===== config.mk =====
export PLATFORM = sky130hd
export DESIGN_NAME = state_led_driver_flat
export DESIGN_NICKNAME = d
export VERILOG_FILES = /design/src/rtl/state_led_driver_if.sv /design/src/rtl/state_led_driver.sv /design/src/flat_wrapper.sv
export SDC_FILE = /design/constraint.sdc
export NUM_CORES = 1
export LEC_CHECK = 0
export BUFFER_PORTS_ARGS = -buffer_cell sky130_fd_sc_hd__buf_2
export CORE_ASPECT_RATIO = 1.25
export CORE_MARGIN = 3
export CORE_UTILIZATION = 30
export DETAILED_ROUTE_END_ITERATION = 10
export PLACE_DENSITY = 0.5
export SLEW_MARGIN = 25
export SYNTH_ARGS = -nofsm -noshare
export SYNTH_HDL_FRONTEND = slang
export SYNTH_SLANG_ARGS = --single-unit
export TNS_END_PERCENT = 30

===== constraint.sdc =====
create_clock -name clk -period 2.2 [get_ports clk]
set_input_delay 0.33 -clock clk [delete_from_list [all_inputs] [get_ports clk]]
set_output_delay 0.33 -clock clk [all_outputs]
set_load 0.02 [all_outputs]

===== src/rtl/state_led_driver_if.sv =====
// Signal bundle between the calculator control FSM/ALU and the LED driver.
// The master drives state/opcode/result/error; the slave returns the LED drive.
interface state_led_driver_if #(
    parameter int STATE_W = 2,
    parameter int OP_W    = 2,
    parameter int DATA_W  = 16,
    parameter int LED_W   = 16
);
    logic [STATE_W-1:0] c_state;
    logic [OP_W-1:0]    OpCode;
    logic [DATA_W-1:0]  result;
    logic               error;
    logic [LED_W-1:0]   LED;
    logic               blinking;

    modport master (
        output c_state, OpCode, result, error,
        input  LED, blinking
    );

    modport slave (
        input  c_state, OpCode, result, error,
        output LED, blinking
    );
endinterface


===== src/rtl/state_led_driver.sv =====
// Registered LED driver: thermometer progress bar per FSM state, ALU result or
// full bar in the final state, and a fixed-rate full-bar blink on ALU error.
module state_led_driver #(
    parameter int                   N_STATES       = 4,
    parameter int                   STATE_W        = 2,
    parameter int                   OP_W           = 2,
    parameter int                   DATA_W         = 16,
    parameter int                   LED_W          = 16,
    parameter logic [2**OP_W-1:0]   RESULT_OP_MASK = 4'b1100,
    parameter int                   BLINK_DIV      = 25_000_000
) (
    input  logic              clk,
    input  logic              reset,
    state_led_driver_if.slave bus
);
    localparam int CNT_W = (BLINK_DIV > 1) ? $clog2(BLINK_DIV) : 1;
    localparam logic [CNT_W-1:0] CNT_LAST = CNT_W'(BLINK_DIV - 1);

    typedef enum logic {
        PHASE_OFF = 1'b0,
        PHASE_ON  = 1'b1
    } phase_t;

    logic [CNT_W-1:0]   counter_q, counter_d;
    phase_t             phase_q, phase_d;
    logic [STATE_W-1:0] prevState_q;
    logic               errorPrev_q;
    logic [LED_W-1:0]   led_q, led_d;
    logic               blinking_q, blinking_d;

    logic [31:0]      stateIdx;
    logic             isFinal;
    logic             inRange;
    logic             blinkActive;
    logic             restart;
    logic [LED_W-1:0] resultMapped;
    logic [LED_W-1:0] thermo;
    logic [LED_W-1:0] fullBar;
    logic [LED_W-1:0] pattern;

    // Widen the state so range checks stay meaningful when 2**STATE_W == N_STATES.
    assign stateIdx = 32'(bus.c_state);
    assign isFinal  = (stateIdx == 32'(N_STATES - 1));
    assign inRange  = (stateIdx < 32'(N_STATES));

    generate
        if (DATA_W > LED_W) begin : g_resultTrunc
            logic unusedResultBits;
            assign unusedResultBits = ^bus.result[DATA_W-1:LED_W];
            assign resultMapped     = bus.result[LED_W-1:0];
        end else if (DATA_W == LED_W) begin : g_resultSame
            assign resultMapped = bus.result;
        end else begin : g_resultExt
            assign resultMapped = {{(LED_W - DATA_W){1'b0}}, bus.result};
        end
    endgenerate

    always_comb begin
        thermo  = '0;
        fullBar = '0;
        for (int i = 0; i < LED_W; i++) begin
            thermo[i]  = (32'(i) <= stateIdx);
            fullBar[i] = (32'(i) < 32'(N_STATES));
        end
        pattern = '0;
        if (isFinal) begin
            pattern = RESULT_OP_MASK[bus.OpCode] ? resultMapped : fullBar;
        end else if (inRange) begin
            pattern = thermo;
        end
    end

    // A state change and an error rise on the same edge collapse into one restart.
    always_comb begin
        blinkActive = isFinal && bus.error;
        restart     = (bus.c_state != prevState_q) ||
                      (isFinal && bus.error && !errorPrev_q);
        counter_d   = '0;
        phase_d     = PHASE_ON;
        if (blinkActive && !restart) begin
            if (counter_q == CNT_LAST) begin
                counter_d = '0;
                phase_d   = (phase_q == PHASE_ON) ? PHASE_OFF : PHASE_ON;
            end else begin
                counter_d = counter_q + CNT_W'(1);
                phase_d   = phase_q;
            end
        end
        led_d      = pattern;
        if (blinkActive) begin
            led_d = (phase_d == PHASE_ON) ? {LED_W{1'b1}} : {LED_W{1'b0}};
        end
        blinking_d = blinkActive;
    end

    always_ff @(posedge clk or posedge reset) begin
        if (reset) begin
            counter_q   <= '0;
            phase_q     <= PHASE_ON;
            prevState_q <= '0;
            errorPrev_q <= 1'b0;
            led_q       <= '0;
            blinking_q  <= 1'b0;
        end else begin
            counter_q   <= counter_d;
            phase_q     <= phase_d;
            prevState_q <= bus.c_state;
            errorPrev_q <= bus.error;
            led_q       <= led_d;
            blinking_q  <= blinking_d;
        end
    end

    assign bus.LED      = led_q;
    assign bus.blinking = blinking_q;
endmodule


===== src/flat_wrapper.sv =====
// flat-port wrapper written by rule: the top's interface ports become plain ports
module state_led_driver_flat 
#(
    parameter int                   N_STATES       = 4,
    parameter int                   STATE_W        = 2,
    parameter int                   OP_W           = 2,
    parameter int                   DATA_W         = 16,
    parameter int                   LED_W          = 16,
    parameter logic [2**OP_W-1:0]   RESULT_OP_MASK = 4'b1100,
    parameter int                   BLINK_DIV      = 25_000_000
)
  (clk, reset, bus_c_state, bus_OpCode, bus_result, bus_error, bus_LED, bus_blinking);
  state_led_driver_if #(.STATE_W(STATE_W), .OP_W(OP_W), .DATA_W(DATA_W), .LED_W(LED_W)) bus_i ();
  input  logic clk;
  input  logic reset;
  input wire logic [$bits(bus_i.c_state)-1:0] bus_c_state;
  input wire logic [$bits(bus_i.OpCode)-1:0] bus_OpCode;
  input wire logic [$bits(bus_i.result)-1:0] bus_result;
  input wire logic [$bits(bus_i.error)-1:0] bus_error;
  output wire logic [$bits(bus_i.LED)-1:0] bus_LED;
  output wire logic [$bits(bus_i.blinking)-1:0] bus_blinking;
  assign bus_i.c_state = bus_c_state;
  assign bus_i.OpCode = bus_OpCode;
  assign bus_i.result = bus_result;
  assign bus_i.error = bus_error;
  assign bus_LED = bus_i.LED;
  assign bus_blinking = bus_i.blinking;
  state_led_driver #(.N_STATES(N_STATES), .STATE_W(STATE_W), .OP_W(OP_W), .DATA_W(DATA_W), .LED_W(LED_W), .RESULT_OP_MASK(RESULT_OP_MASK), .BLINK_DIV(BLINK_DIV)) u_core (.clk(clk), .reset(reset), .bus(bus_i));
endmodule

Word-level counts from Yosys, hierarchy flattened
Index checks and enable logic that the tools add are counted.
{"block": "totals", "regBits": 46, "output_inout_bits": 17}
{"block": "op_classes", "addsub": 1, "n_lt_le_gt_ge": 18, "eq_ne": 3, "muxes": 12, "reduce_logical": 6}
{"cell": "$mux 16", "n": 5}
{"cell": "$mux 25", "n": 2}
{"cell": "$le 4x2->1 const A", "n": 8}
{"cell": "$add 25x1->25 const B", "n": 1}
{"cell": "$eq 25x25->1 const B", "n": 1}
{"cell": "$le 3x2->1 const A", "n": 4}
{"cell": "$lt 2x3->1 const B", "n": 2}
{"cell": "$le 1x2->1 const A", "n": 2}
{"cell": "$le 2x2->1 const A", "n": 2}
{"cell": "$mux 1", "n": 4}
{"cell": "$logic_and 1x1->1", "n": 3}
{"cell": "$bmux 1 s2", "n": 1}
{"cell": "$eq 2x2->1 const B", "n": 1}
{"cell": "$logic_not 1->1", "n": 2}
{"cell": "$ne 2x2->1", "n": 1}
{"cell": "$logic_or 1x1->1", "n": 1}

Logic depth before layout (Yosys ltp)
{"block": "depth", "word_depth": 9, "ltp_mapped": 7, "mapped_depth_nobuf": 6}

Least setup slack after synthesis
No wires, ideal clock.
{"block": "synth_timing", "path_type": "register to register", "start": "reg u_core.counter_q[5]", "end": "reg u_core.counter_q[16]", "setup_ns": 0.119, "arrival_ns": 1.779, "path_slack_ns": 0.302, "path_stages_with_launch": 8, "path_buffers": 2, "period_less_slack_ns": 1.898, "path_cell_list": "dfrtp_1 -> buf_2 -> nand4_1 -> or4_1 -> or4_4 -> nand2_4 -> buf_6 -> nor2_1"}
{"block": "synth_via", "elab_chain_len": 3, "elab_cells_between_ends": 4}
{"element": "start, declared", "line_no": "state_led_driver.sv:24", "source": "logic [CNT_W-1:0] counter_q, counter_d;"}
{"element": "start signal, assigned", "line_no": "state_led_driver.sv:105", "source": "counter_q <= counter_d;"}
{"element": "$add 25x1->25 / $eq 25x25->1 (equally long branches)", "line_no": "state_led_driver.sv:85, state_led_driver.sv:81"}
{"element": "$mux 25 *", "line_no": "state_led_driver.sv:81", "source": "if (counter_q == CNT_LAST) begin"}
{"element": "$mux 25 *", "line_no": "state_led_driver.sv:80", "source": "if (blinkActive && !restart) begin"}
{"element": "via u_core.counter_d[16]", "line_no": "state_led_driver.sv:24"}
The timed path passes the listed nets; every way through them passes the cells marked *.

Final worst setup path
{"block": "layout_timing", "start": "reg u_core.counter_q[10]", "end": "reg u_core.counter_q[5]"}
{"block": "layout_via", "elab_chain_len": 3}
{"element": "$eq 25x25->1", "line_no": "state_led_driver.sv:81"}
{"element": "$mux 25", "line_no": "state_led_driver.sv:81"}
{"element": "$mux 25", "line_no": "state_led_driver.sv:80"}
{"element": "via u_core.counter_d[5]", "line_no": "state_led_driver.sv:24"}
The timed path passes the listed nets, and every way through them passes these cells.

==> key figures <==
Pwr
  • Design Power: 1.51 mW
  • Clock network power share: 0.336
  • Comb pwr share: 0.085
  • Max VDD drop: approximately 0.00032 V
  • Share of power burned in registers: 0.580
  • Psw: 0.373 mW
  • Switching share of power: 0.247
  • Internal power: around 1.1 mW
  • PD cells: between 500 and 600 nW/um^2
  • Leakage: around 1.1 nW

Finish
  • # fillers: around 700
  • Most frequent cells in the layout: dfrtp_1, buf_2, nor2_1
  • Register area: roughly 1200 sq um
  • Area grow syn2layout: 20.2%
  • N_diodes: 0
  • Most common cell after layout, fill and taps aside: dfrtp_1
  • Proportion of layout cells with a drive suffix above 1: 0.252
  • Nets@finish: 281
  • Multi-input gate area: roughly 880 sq um

Global route
  • Largest net degree at the start of global routing: 27
  • Total GRT Usage: 0.124
  • Antenna violations before repair: 0
  • First-pass GRT wire length: 7890 um
  • Vias in the first global route: ~1.7k
  • Grt ovf: 0

Floorplan
  • Die width: 80.9 um
  • Chip height: between 90 and 100 um
  • Initial Utilization: 0.314
  • Num rows: 33
  • I/O Pins: 40
  • Core ar.: roughly 6700 sq um
  • Die area: slightly above 8000 sq um

Place
  • DPL Wire Length: between 3000 and 4000 um
  • PortBufs: 38
  • Placer Congestion: slightly below 0.8

Timing
  • RSZ-0062 raised after global routing: no
  • Fin. max-slew vios: 0
  • Final setup fails: 0
  • Rel. slew slack: 0.684
  • Post-layout minimum cycle time: between 2 and 2.5 ns
  • Setup Skew: roughly 0.0087 ns
  • Setup TNS: 0 ns
  • Worst Tran Pin Value: between 0.4 and 0.5 ns
  • Count of final hold-check violations: 0
  • Final period utilization: 0.915
  • Maximum clock rate: a little under 0.5 GHz

Clock tree
  • # resized after CTS: 0
  • H-tree Lvls: 2
  • Max Root-Sink Buffers: 2
  • CTS root buf: clkbuf_8
  • Cts hold-fix bufs: 0
  • Worst-Skew Late Latency: 0.30 ns
  • CTS buffer count: 5
  • CTS tree: built
  • Clock transition at path regs: around 0.09 ns
  • Clock sinks: 46
  • Post CTS Setup Buffer Count: 0

Worst setup path
  • Critical-path top delay cell: or4_1
  • Worst path top cell family by delay: simple AND/OR/NAND/NOR gates
  • CP Buf/Inv Count: 0
  • Worst r2r path cells: 4
  • Critical path arrival: roughly 2.2 ns
  • Worst Path Required: between 2 and 2.5 ns
  • Worst Setup End Kind: flop
  • Worst path cell trace: or4_1 -> or4_4 -> nand2_4 -> nor2_1
  • Critical-path maximum fanout: 23
  • Crit start category: flop
  • FF-to-FF End: u_core.counter_q[5]$_DFF_PP0_
  • Worst reg2reg path startpoint: u_core.counter_q[10]$_DFF_PP0_
  • Critical path's largest stage delay: 0.55 ns
  • Reg2reg setup slack: between 0.15 and 0.2 ns
  • Critical path class: flop to flop

Status
  • Status: completed

Logic synthesis
  • Gate Count Post-Synth: about 210
  • Largest area contributor in the netlist: dfrtp_1
  • Yosys warnings: 0
  • Synth cell types: 31
  • Synth top area cells: dfrtp_1, nand3_1, xor2_1, nor2_1, nand2_1
  • Syn_nets: around 240
  • Avg Inst Size Synth: between 9 and 10 sq um
  • Synthesized area: 2100 sq um
  • #FFs+latches synth: 46
  • Share of Yosys cell area claimed by the top area cell type: 0.535
  • Sequential share of the synthesized area: 0.548

Run
  • Max Cap Viol: 0

Routing
  • First-pass DRT Iterations: 4
  • DR iter-0 viols: 85
  • Drt via density: around 4.7
  • Drt drc: 0
  • Antenna viol nets, final: 0
  • Total Wirelength: 4370 um
  • Avg WL per Cell: between 10 and 15 um
  • Vias: about 1.6k

Hold path
  • Hold WC Path Type: input port to asynchronous set/reset pin
-- flip-flops by register name, summed over array words and instances (netlist names) --
signal and flops:
u_core.counter_q 25, u_core.prevState_q 2, u_core.errorPrev_q 1, u_core.bus.blinking 1, u_core.bus.LED 16, u_core.phase_q 1
-- stage by stage --
stage	util	cell area (sq um)	hold WS, ns	setup WS (ns)	cells
after floorplan	-	2100	0.361	0.302	211
after global placement	0.365	2440	0.381	0.193	337
after detailed placement	0.365	2440	0.386	0.183	337
after CTS	0.378	2530	0.0511	0.158	345
after global routing	0.378	2530	0.0762	0.113	345
final	0.378	2530	0.0348	0.187	345
-- worst max path at each step --
stage / startpoint / endpoint / slack, ns / cells after the start
CTS: u_core.counter_q[10]$_DFF_PP0_ / u_core.counter_q[20]$_DFF_PP0_ / 0.16 / 4
global placement: u_core.counter_q[10]$_DFF_PP0_ / u_core.counter_q[15]$_DFF_PP0_ / 0.19 / 4
finish: u_core.counter_q[10]$_DFF_PP0_ / u_core.counter_q[5]$_DFF_PP0_ / 0.19 / 4
floorplan: u_core.counter_q[5]$_DFF_PP0_ / u_core.counter_q[16]$_DFF_PP0_ / 0.30 / 7
global route: u_core.counter_q[0]$_DFF_PP0_ / u_core.bus.LED[14]$_DFF_PP0_ / 0.11 / 5
detailed placement: u_core.counter_q[10]$_DFF_PP0_ / u_core.counter_q[5]$_DFF_PP0_ / 0.18 / 4
-- power by group through the flow --
stage / logic, mW / clock network, mW / registers [mW]
2_1_floorplan: 0.0408 / 0 / 0.925
3_3_place_gp: 0.132 / 0 / 0.893
3_5_place_dp: 0.132 / 0 / 0.893
4_1_cts: 0.132 / 0.529 / 0.877
5_1_grt: 0.146 / 0.555 / 0.880
6_report: 0.128 / 0.507 / 0.877
-- synthesized netlist by cell type (all sizes together) --
library cell	number
mux2	1
or4	2
dfrtp	45
nor3	4
xnor2	8
and4	4
nor2b	1
o21bai	1
buf	5
nor4b	2
inv	3
xor2	15
nand2b	1
nand2	25
nor4	5
clkbuf	5
a21oi	2
nand4	14
nor2	29
and3	6
o21ai	4
dfstp	1
ha	1
nand3	27
-- routing by layer --
metal / part of all wire / wire length [um] / track usage
met2: 0.49 / 2150 / 0.211
met3: 0.062 / 270 / 0.0371
met5: 0 / 0 / 0
met1: 0.43 / 1870 / 0.148
met4: 0.019 / 82 / 0.0390
-- layout make-up --
type | count | share of cell area
clock buffers | 6 | 0.0287
clock inverters | 2 | 0.00594
well taps | 87 | 0.0431
inverters | 3 | 0.00446
multi-input cells | 152 | 0.349
repair buffers | 49 | 0.113
flip-flops and latches | 46 | 0.456
-- cell families (layout without fill, tap and decap cells) --
kind of cell	count (synthesis)	after routing	synth area share
xor+xnor	23	23	0.0994
compound gates	7	7	0.0196
buf+inv	13	60	0.0327
flops	46	46	0.548
fa+ha+maj	1	1	0.00595
mux	1	1	0.00535
simple gates	120	120	0.289
No activity file was read; power rests on OpenSTA's default activity.
